==> src/rtl/axis_dc_pkg.sv <==
// ============================================================================
// axis_dc_pkg : shared widths, saturation limits and tracker state encoding
// Rev 1.0
// ============================================================================
`default_nettype none

package axis_dc_pkg;

  localparam int DATA_W = 16;
  localparam int SUM_W  = 17;

  localparam logic signed [DATA_W-1:0] SAT_MAX = 16'sh7FFF;
  localparam logic signed [DATA_W-1:0] SAT_MIN = 16'sh8000;

  typedef enum logic [1:0] {
    ST_INIT  = 2'd0,
    ST_TRACK = 2'd1,
    ST_SLEW  = 2'd2,
    ST_HOLD  = 2'd3
  } dc_state_e;

endpackage

`default_nettype wire

==> src/rtl/axis_dc_restore_dc_slew_limiter.sv <==
// ============================================================================
// dc_slew_limiter : slew-limited DC tracker FSM, advancing only on input transfers
// Rev 1.0
// ============================================================================
`default_nettype none

module dc_slew_limiter
  import axis_dc_pkg::*;
#(
  parameter int SLEW_WIDTH = 16
) (
  input  logic                     clk,
  input  logic                     rst_n,
  input  logic                     xfer_i,
  input  logic signed [DATA_W-1:0] dc_i,
  input  logic [SLEW_WIDTH-1:0]    slew_i,
  input  logic                     freeze_i,
  output logic signed [DATA_W-1:0] dc_next_o,
  output dc_state_e                state_o
);

  localparam int CMP_W = (SLEW_WIDTH > SUM_W) ? SLEW_WIDTH : SUM_W;

  dc_state_e                state_q, state_d;
  logic signed [DATA_W-1:0] dc_q, dc_d;
  logic [SUM_W-1:0]         track_ext;
  logic [SUM_W-1:0]         diff;
  logic [SUM_W-1:0]         diff_mag;
  logic [CMP_W-1:0]         mag_ext;
  logic [CMP_W-1:0]         slew_ext;
  logic [SUM_W-1:0]         step;

  always_ff @(posedge clk or negedge rst_n) begin
    if (!rst_n) begin
      state_q <= ST_INIT;
      dc_q    <= '0;
    end else begin
      state_q <= state_d;
      dc_q    <= dc_d;
    end
  end

  always_comb begin
    state_d   = state_q;
    dc_d      = dc_q;
    track_ext = {dc_q[DATA_W-1], dc_q};
    diff      = {dc_i[DATA_W-1], dc_i} - track_ext;
    diff_mag  = diff[SUM_W-1] ? (17'd0 - diff) : diff;
    mag_ext   = CMP_W'(diff_mag);
    slew_ext  = CMP_W'(slew_i);
    // A step only happens when slew < |diff| <= 65535, so the low 17 bits hold it exactly.
    step      = slew_ext[SUM_W-1:0];

    if (xfer_i) begin
      case (state_q)
        ST_INIT: begin
          dc_d    = dc_i;
          state_d = ST_TRACK;
        end
        default: begin
          if (freeze_i) begin
            state_d = ST_HOLD;
          end else if ((slew_ext == '0) || (mag_ext <= slew_ext)) begin
            dc_d    = dc_i;
            state_d = ST_TRACK;
          end else begin
            dc_d    = diff[SUM_W-1] ? DATA_W'(track_ext - step) : DATA_W'(track_ext + step);
            state_d = ST_SLEW;
          end
        end
      endcase
    end
  end

  assign dc_next_o = dc_d;
  assign state_o   = state_q;

endmodule

`default_nettype wire

==> src/rtl/axis_dc_restore.sv <==
// ============================================================================
// axis_dc_restore : AXI-Stream {DC,AC} -> AC+DC sample with slew-limited DC track
// Rev 1.0 ; define DC_RESTORE_SAT_EN for saturating output and overflow counting
// ============================================================================
`default_nettype none

module axis_dc_restore
  import axis_dc_pkg::*;
#(
  parameter int S_AXIS_DATA_WIDTH = 32,
  parameter int M_AXIS_DATA_WIDTH = 16,
  parameter int SLEW_WIDTH        = 16
) (
  input  logic                         aclk,
  input  logic                         aresetn,
  input  logic [S_AXIS_DATA_WIDTH-1:0] S_AXIS_tdata,
  input  logic                         S_AXIS_tvalid,
  output logic                         S_AXIS_tready,
  input  logic [SLEW_WIDTH-1:0]        dc_slew,
  input  logic                         dc_freeze,
  output logic [M_AXIS_DATA_WIDTH-1:0] M_AXIS_tdata,
  output logic                         M_AXIS_tvalid,
  input  logic                         M_AXIS_tready,
  output logic [15:0]                  ovf_count,
  output logic [1:0]                   state_dbg
);

  logic signed [DATA_W-1:0] in_dc;
  logic signed [DATA_W-1:0] in_ac;
  logic signed [DATA_W-1:0] dc_next;
  logic [DATA_W-1:0]        out_d;
  logic [DATA_W-1:0]        m_data_q;
  logic                     m_valid_q;
  logic                     in_xfer;
  dc_state_e                state;

  assign in_dc         = S_AXIS_tdata[2*DATA_W-1:DATA_W];
  assign in_ac         = S_AXIS_tdata[DATA_W-1:0];
  assign S_AXIS_tready = !m_valid_q || M_AXIS_tready;
  assign in_xfer       = S_AXIS_tvalid && S_AXIS_tready;

  dc_slew_limiter #(
    .SLEW_WIDTH (SLEW_WIDTH)
  ) u_slew (
    .clk       (aclk),
    .rst_n     (aresetn),
    .xfer_i    (in_xfer),
    .dc_i      (in_dc),
    .slew_i    (dc_slew),
    .freeze_i  (dc_freeze),
    .dc_next_o (dc_next),
    .state_o   (state)
  );

`ifdef DC_RESTORE_SAT_EN
  logic [SUM_W-1:0] sum;
  logic             ovf;
  logic [15:0]      ovf_q;

  assign sum   = {in_ac[DATA_W-1], in_ac} + {dc_next[DATA_W-1], dc_next};
  assign ovf   = sum[SUM_W-1] ^ sum[DATA_W-1];
  assign out_d = ovf ? (sum[SUM_W-1] ? SAT_MIN : SAT_MAX) : sum[DATA_W-1:0];

  always_ff @(posedge aclk or negedge aresetn) begin
    if (!aresetn) begin
      ovf_q <= '0;
    end else if (in_xfer && ovf && (ovf_q != 16'hFFFF)) begin
      ovf_q <= ovf_q + 16'd1;
    end
  end

  assign ovf_count = ovf_q;
`else
  assign out_d     = in_ac + dc_next;
  assign ovf_count = '0;
`endif

  // A new input always overwrites the slot: it is only accepted when the slot is empty or draining.
  always_ff @(posedge aclk or negedge aresetn) begin
    if (!aresetn) begin
      m_valid_q <= 1'b0;
      m_data_q  <= '0;
    end else if (in_xfer) begin
      m_valid_q <= 1'b1;
      m_data_q  <= out_d;
    end else if (M_AXIS_tready) begin
      m_valid_q <= 1'b0;
    end
  end

  assign M_AXIS_tvalid = m_valid_q;
  assign M_AXIS_tdata  = M_AXIS_DATA_WIDTH'(m_data_q);
  assign state_dbg     = state;

endmodule

`default_nettype wire

==> config.mk <==
export PLATFORM = sky130hd
export DESIGN_NAME = axis_dc_restore
export DESIGN_NICKNAME = d
export VERILOG_FILES = /design/src/rtl/axis_dc_pkg.sv /design/src/rtl/axis_dc_restore_dc_slew_limiter.sv /design/src/rtl/axis_dc_restore.sv
export SDC_FILE = /design/constraint.sdc
export NUM_CORES = 1
export LEC_CHECK = 0
export BUFFER_PORTS_ARGS = -buffer_cell sky130_fd_sc_hd__buf_2
export CAP_MARGIN = 20
export CORE_ASPECT_RATIO = 1.25
export CORE_MARGIN = 4
export CORE_UTILIZATION = 30
export DETAILED_ROUTE_END_ITERATION = 6
export SYNTH_ARGS = -nofsm -noshare
export SYNTH_HDL_FRONTEND = slang
export SYNTH_SLANG_ARGS = --single-unit
==> constraint.sdc <==
create_clock -name aclk -period 8.7 [get_ports aclk]
set_input_delay 0.435 -clock aclk [delete_from_list [all_inputs] [get_ports aclk]]
set_output_delay 0.435 -clock aclk [all_outputs]
set_load 0.02 [all_outputs]
==> metrics.txt, run 1 <==
status=complete, no violations; routing usage on met1=a little under a fifth; top cell type's share of synthesized area=17.3%; wire per inst=approximately 15 um; Site Rows=between 50 and 60; EDFF count, synth=0; fin. max-slew vios=0; Max-Cap Viols=0; core area=16,400 um^2; Crit Path Category=reg2reg; Via density=4.97; Global Route Usage Sum=roughly 15%; DRC=0; Slew @ Worst Pin=0.912 ns; largest net degree at the start of global routing=36; RSZ-0062 raised after global routing=false; Worst Setup End Kind=flip-flop; simple-gate share of the synthesized area=18.5%; Area Growth Syn to Fin=12.9%; Worst EP arrival=approximately 8.0 ns; met3 Use GR=about 1.4%; most frequent cell after synthesis=ha_1; vias in the first global route=between 4,000 and 5,000; TritonRoute pass-1 iters=5; n_diodes=0; distinct cell type count after synthesis=80; share of cells above drive strength 1=between 10% and 20%; Worst path max stage delay=0.46 ns; antenna-violating nets left=0; die area=between 15,000 and 20,000 um^2; Startpoint Class=flip-flop; synthesized flop and latch total=35; post-CTS setup buffer count=0; Max transition margin=between 30% and 40%; initial antenna violation count=0; syn_area_per_cell=~8 um^2; Max Root-Sink Buffers=2; # resized after CTS=0; fmax=128 MHz; Worst path slowest cell=o31ai_1; Detailed Route WL=approximately 14 mm; Synth Area in XOR/XNOR=about an eighth; Worst-path clk slew=around 0.050 ns; H-tree depth=2; via count=4,497; Post-Synthesis Cell Area=roughly 5100 um^2; WP data required=about 8.9 ns; FF/Latch Area=876 um^2; Worst Hold Class=in2async; Post-DP HPWL=about 12 mm; total gr overflow=0; Yosys top cell by area=dfrtp_1; GR peak layer=met2; CTS tree=yes; initial core utilization=just over 30%; initial DRC count=164; Synth top cells by count=64 x ha_1, 51 x inv_1, 49 x nor2_1; Syn Inst Count=approximately 620; Final Hold Viols=0; final setup violation count=0; mux cell area share after synthesis=less than 1%; Max Clock Skew=0.00328 ns; input/output buffers=72; clk root buf=clkbuf_16; area of the multi-input gates=between 3000 and 4000 um^2; hold_buf cts=0; main combinational cell family by area after synthesis=compound AO/OA/AOI/OAI gates; Num CTS Buffers=5; CTS sink count=35; post-synthesis adder-cell area fraction=around 17%; Async SR Flop Fraction=100%; setup TNS=0 ns; Top FF cell, synth=dfrtp_1; period utilization=about nine tenths; Die Ht=approximately 150 um; Compound-Gate Fraction of Synth Area=approximately 27%; post-route cell area=approximately 5700 um^2; I/O pin total=slightly below 90; GPL Wtd Cong=approximately 0.87; nets=809; filler cell count=around 1,800; minimum clock period=just under 8 ns; Area after DPL=between 5000 and 6000 um^2; Max FO, Critical Path=15; worst skew pair latency=about 0.27 ns; M2 GR Usage=about a quarter; ranking of synthesized cells by area=dfrtp_1 17%, ha_1 16%, xnor2_1 7.1%; Ys Warns=0; first-pass GRT wire length=roughly 22 mm; die width=~120 um; sequential area share after synthesis=between 10% and 20%
-- logic make-up after synthesis --
kind of cell,after synthesis
buffers and inverters,84
other,1
xor gates and xnor gates,65
muxes,2
AOI/OAI and AO/OA,195
adders and majority gates,67
DFF,35
and+or+nand+nor,174
-- state kept, by name, summed over array words and instances, names as in the netlist --
name            flops
M_AXIS_tdata       16
M_AXIS_tvalid       1
u_slew.dc_q        16
u_slew.state_o      2
-- cells in the final DEF (no fill, tap or decap), types with 6 or more instances in the layout --
master,n
buf_2,72
ha_1,64
inv_1,51
nor2_1,49
a21oi_1,42
nand2_1,42
xnor2_1,41
dfrtp_1,35
o21ai_0,29
xor2_1,20
a21o_1,16
conb_1,16
nor3_1,15
o21ai_1,13
o21a_1,11
o22ai_1,9
nand3_1,9
a22oi_1,8
a31oi_1,8
nand2b_1,8
o31ai_1,8
nor2b_1,8
o221ai_1,7
and2_1,6
-- worst max-delay path, delay by kind of cell (launching register included) --
| family | cells | cell delay, ns |
|---|---|---|
| compound gates | 20 | 4.19 |
| simple gates | 9 | 1.50 |
| fa+ha+maj | 4 | 1.19 |
| xor+xnor | 2 | 0.43 |
| flops | 1 | 0.40 |
-- path summary, 6_finish.rpt --
check	from	end	slack (ns)	depth (start not counted)
worst min-delay path	aresetn	M_AXIS_tdata[15]	0.24	1
worst max-delay path	u_slew.dc_q[0]	M_AXIS_tdata[15]	0.89	35
worst max register to register	u_slew.dc_q[0]	M_AXIS_tdata[15]	0.89	35
worst min register to register	M_AXIS_tdata[0]	M_AXIS_tdata[0]	0.47	2
max in group asynchronous	aresetn	u_slew.dc_q[3]	7.96	1
min in group aclk	S_AXIS_tvalid	M_AXIS_tvalid	0.37	2
-- per-layer routing --
layer	wire, um	up-vias
met2	6670	97
li1	-	2350
met1	6020	2033
met5	0	-
met3	610	17
met4	307	0
-- area by class of cell --
class	instances	share of cell area (%)
multi-input combinational	519	67.4
clock buffer	6	2.26
timing repair buffer	77	6.97
sequential	35	15.3
inverter	51	3.35
tap	216	4.73
-- stage by stage --
| step | setup slack [ns] | hold WS, ns | cells | utilization, % |
|---|---|---|---|---|
| CTS | 0.748 | 0.279 | 904 | 34.8 |
| finish | 0.886 | 0.243 | 904 | 34.8 |
| floorplan | 1.65 | 0.139 | 638 | - |
| detailed placement | 0.614 | 0.460 | 898 | 34.0 |
| global route | 0.0740 | 0.305 | 904 | 34.8 |
| global placement | 0.781 | 0.458 | 898 | 34.0 |
Power of run 1 is left out: the tool's default activity adds up to more than one toggle a clock period on the data nets, which glitch-free logic cannot reach.
==> run 2, diff against run 1 <==
--- a/config.mk
+++ b/config.mk
@@ -8,9 +8,9 @@
 export BUFFER_PORTS_ARGS = -buffer_cell sky130_fd_sc_hd__buf_2
 export CAP_MARGIN = 20
 export CORE_ASPECT_RATIO = 1.25
-export CORE_MARGIN = 4
 export CORE_UTILIZATION = 30
 export DETAILED_ROUTE_END_ITERATION = 6
+export REMOVE_ABC_BUFFERS = 1
 export SYNTH_ARGS = -nofsm -noshare
 export SYNTH_HDL_FRONTEND = slang
 export SYNTH_SLANG_ARGS = --single-unit
==> run 2 against run 1 <==
Highest routed layer unchanged; wire length decreased by 0.88%; via count decreased by 0.47%; maximum frequency increased by 0.21%; non-clock buffer count increased by 3; final area increased by 0.88%; first-iteration DRC count decreased by 19%; flip-flop and latch count unchanged; sequential share of layout area decreased by 0.13 points; clock skew increased by 0.0027 ns; critical path depth decreased by 2.
==> metrics.txt, run 2 (synthesized netlist as in run 1, its figures left out) <==
I/O pin total=89 (unchanged); Crit path depth=33 (was 35); reg2reg start=u_slew.dc_q[0] (unchanged); clk root buf=clkbuf_16 (unchanged); largest net degree at the start of global routing=36 (unchanged); DRC=0 (unchanged); Slew @ Worst Pin=1.02 ns (was 0.912 ns); Worst Hold Class=in2async (unchanged); final setup violation count=0 (unchanged); Max transition margin=31.8% (was 39.0%); die area=17,400 um^2 (was 19,000 um^2); Post-DP HPWL=11.4 mm (was 11.6 mm); Final Hold Viols=0 (unchanged); status=complete, no violations (unchanged); share of cells above drive strength 1=17.6% (was 17.0%); RSZ-0062 raised after global routing=false (unchanged); Max FO, Critical Path=14 (was 15); TritonRoute pass-1 iters=4 (was 5); most frequent cells in the layout=72 x buf_2, 64 x ha_1, 51 x inv_1 (unchanged); period utilization=89.6% (was 89.8%); register-to-register setup slack=0.90 ns (was 0.89 ns); beginning of the critical path=u_slew.dc_q[0] (unchanged); die width=118 um (was 124 um); fmax=128 MHz (about the same); Global Route Usage Sum=15.6% (was 14.6%); Site Rows=52 (unchanged); Detailed Route WL=13.5 mm (was 13.6 mm); minimum clock period=7.80 ns (was 7.81 ns); wire per inst=14.8 um (was 15.1 um); Max Clock Skew=0.00599 ns (was 0.00328 ns); fin. max-slew vios=0 (unchanged); Critical Path End=M_AXIS_tdata[15] (unchanged); Worst EP arrival=8.01 ns (was 8.00 ns); Worst path slowest cell=o31ai_1 (unchanged); Max-Cap Viols=0 (unchanged); CTS sink count=35 (unchanged); worst reg2reg path depth=33 (was 35); total gr overflow=0 (unchanged); Max Root-Sink Buffers=2 (unchanged); via count=4,476 (was 4,497); CP bufs+invs=1 (was 0); worst skew pair latency=0.28 ns (was 0.27 ns); nets=812 (was 809); n_diodes=0 (unchanged); initial core utilization=31.0% (was 30.9%); # resized after CTS=0 (unchanged); Startpoint Class=flip-flop (unchanged); post-route worst setup slack=0.903 ns (was 0.886 ns); first-pass GRT wire length=21.5 mm (was 22.4 mm); worst reg2reg path endpoint=M_AXIS_tdata[15] (unchanged); Worst-path clk slew=0.06 ns (was 0.05 ns); Via density=4.92 (was 4.97); core area=16,300 um^2 (was 16,400 um^2); Crit Path Category=reg2reg (unchanged); CP top delay family=compound AO/OA/AOI/OAI gates (unchanged); GPL Wtd Cong=0.830 (was 0.869); antenna-violating nets left=0 (unchanged); Worst Setup End Kind=flip-flop (unchanged); Die Ht=147 um (was 153 um); initial antenna violation count=0 (unchanged); setup TNS=0 ns (unchanged); Worst path max stage delay=0.51 ns (was 0.46 ns); hold_buf cts=0 (unchanged); Area Growth Syn to Fin=13.9% (was 12.9%); H-tree depth=2 (unchanged); post-CTS setup buffer count=0 (unchanged); commonest non-fill, non-tap cell in the layout=buf_2 (unchanged); CTS tree=yes (unchanged); input/output buffers=72 (unchanged); initial DRC count=133 (was 164); Worst Setup Slack post-DPL=0.676 ns (was 0.614 ns); WP data required=8.91 ns (was 8.89 ns); Num CTS Buffers=5 (unchanged); vias in the first global route=4,380 (was 4,515)
[run 2: cell types whose count changed in the layout (fill, tap and decap cells not counted), sizes merged]
cell / before / now
buf: 77 / 80
clkbuf: 6 / 8
[run 2: cell type report]
cell class	instances	area (um^2)
clock buffer	8	156
fill	1751	10600
inverter	51	191
multi-input combinational	519	3850
sequential	35	876
tap	216	270
timing repair buffer	80	420
[run 2: worst min-delay path by stage]
stage               cells after the start       startpoint               end
global placement                        2  M_AXIS_tdata[1]   M_AXIS_tdata[1]
CTS                                     1          aresetn  M_AXIS_tdata[13]
detailed placement                      2  M_AXIS_tdata[6]   M_AXIS_tdata[6]
global route                            1          aresetn  M_AXIS_tdata[13]
finish                                  1          aresetn  M_AXIS_tdata[13]
floorplan                               0          aresetn   M_AXIS_tdata[0]
[run 2: stage by stage]
stage	utilization [%]	std cells	instance area, um^2	hold slack, ns
5_1_grt	35.3	909	5760	0.311
6_report	35.3	909	5760	0.240
3_5_place_dp	34.3	901	5600	0.469
3_3_place_gp	34.3	901	5600	0.458
4_1_cts	35.3	909	5760	0.271
2_1_floorplan	-	605	4910	0.139
[run 2: per-layer routing]
layer  vias up  GRT usage (%)  part of all wire [%]
li1       2350              -                     -
met4         0           4.62                   1.1
met1      2054           18.0                    43
met5         -              0                     0
met2        63           29.8                    53
met3         9           1.55                   3.0
Power of run 2 is left out for the same reason.
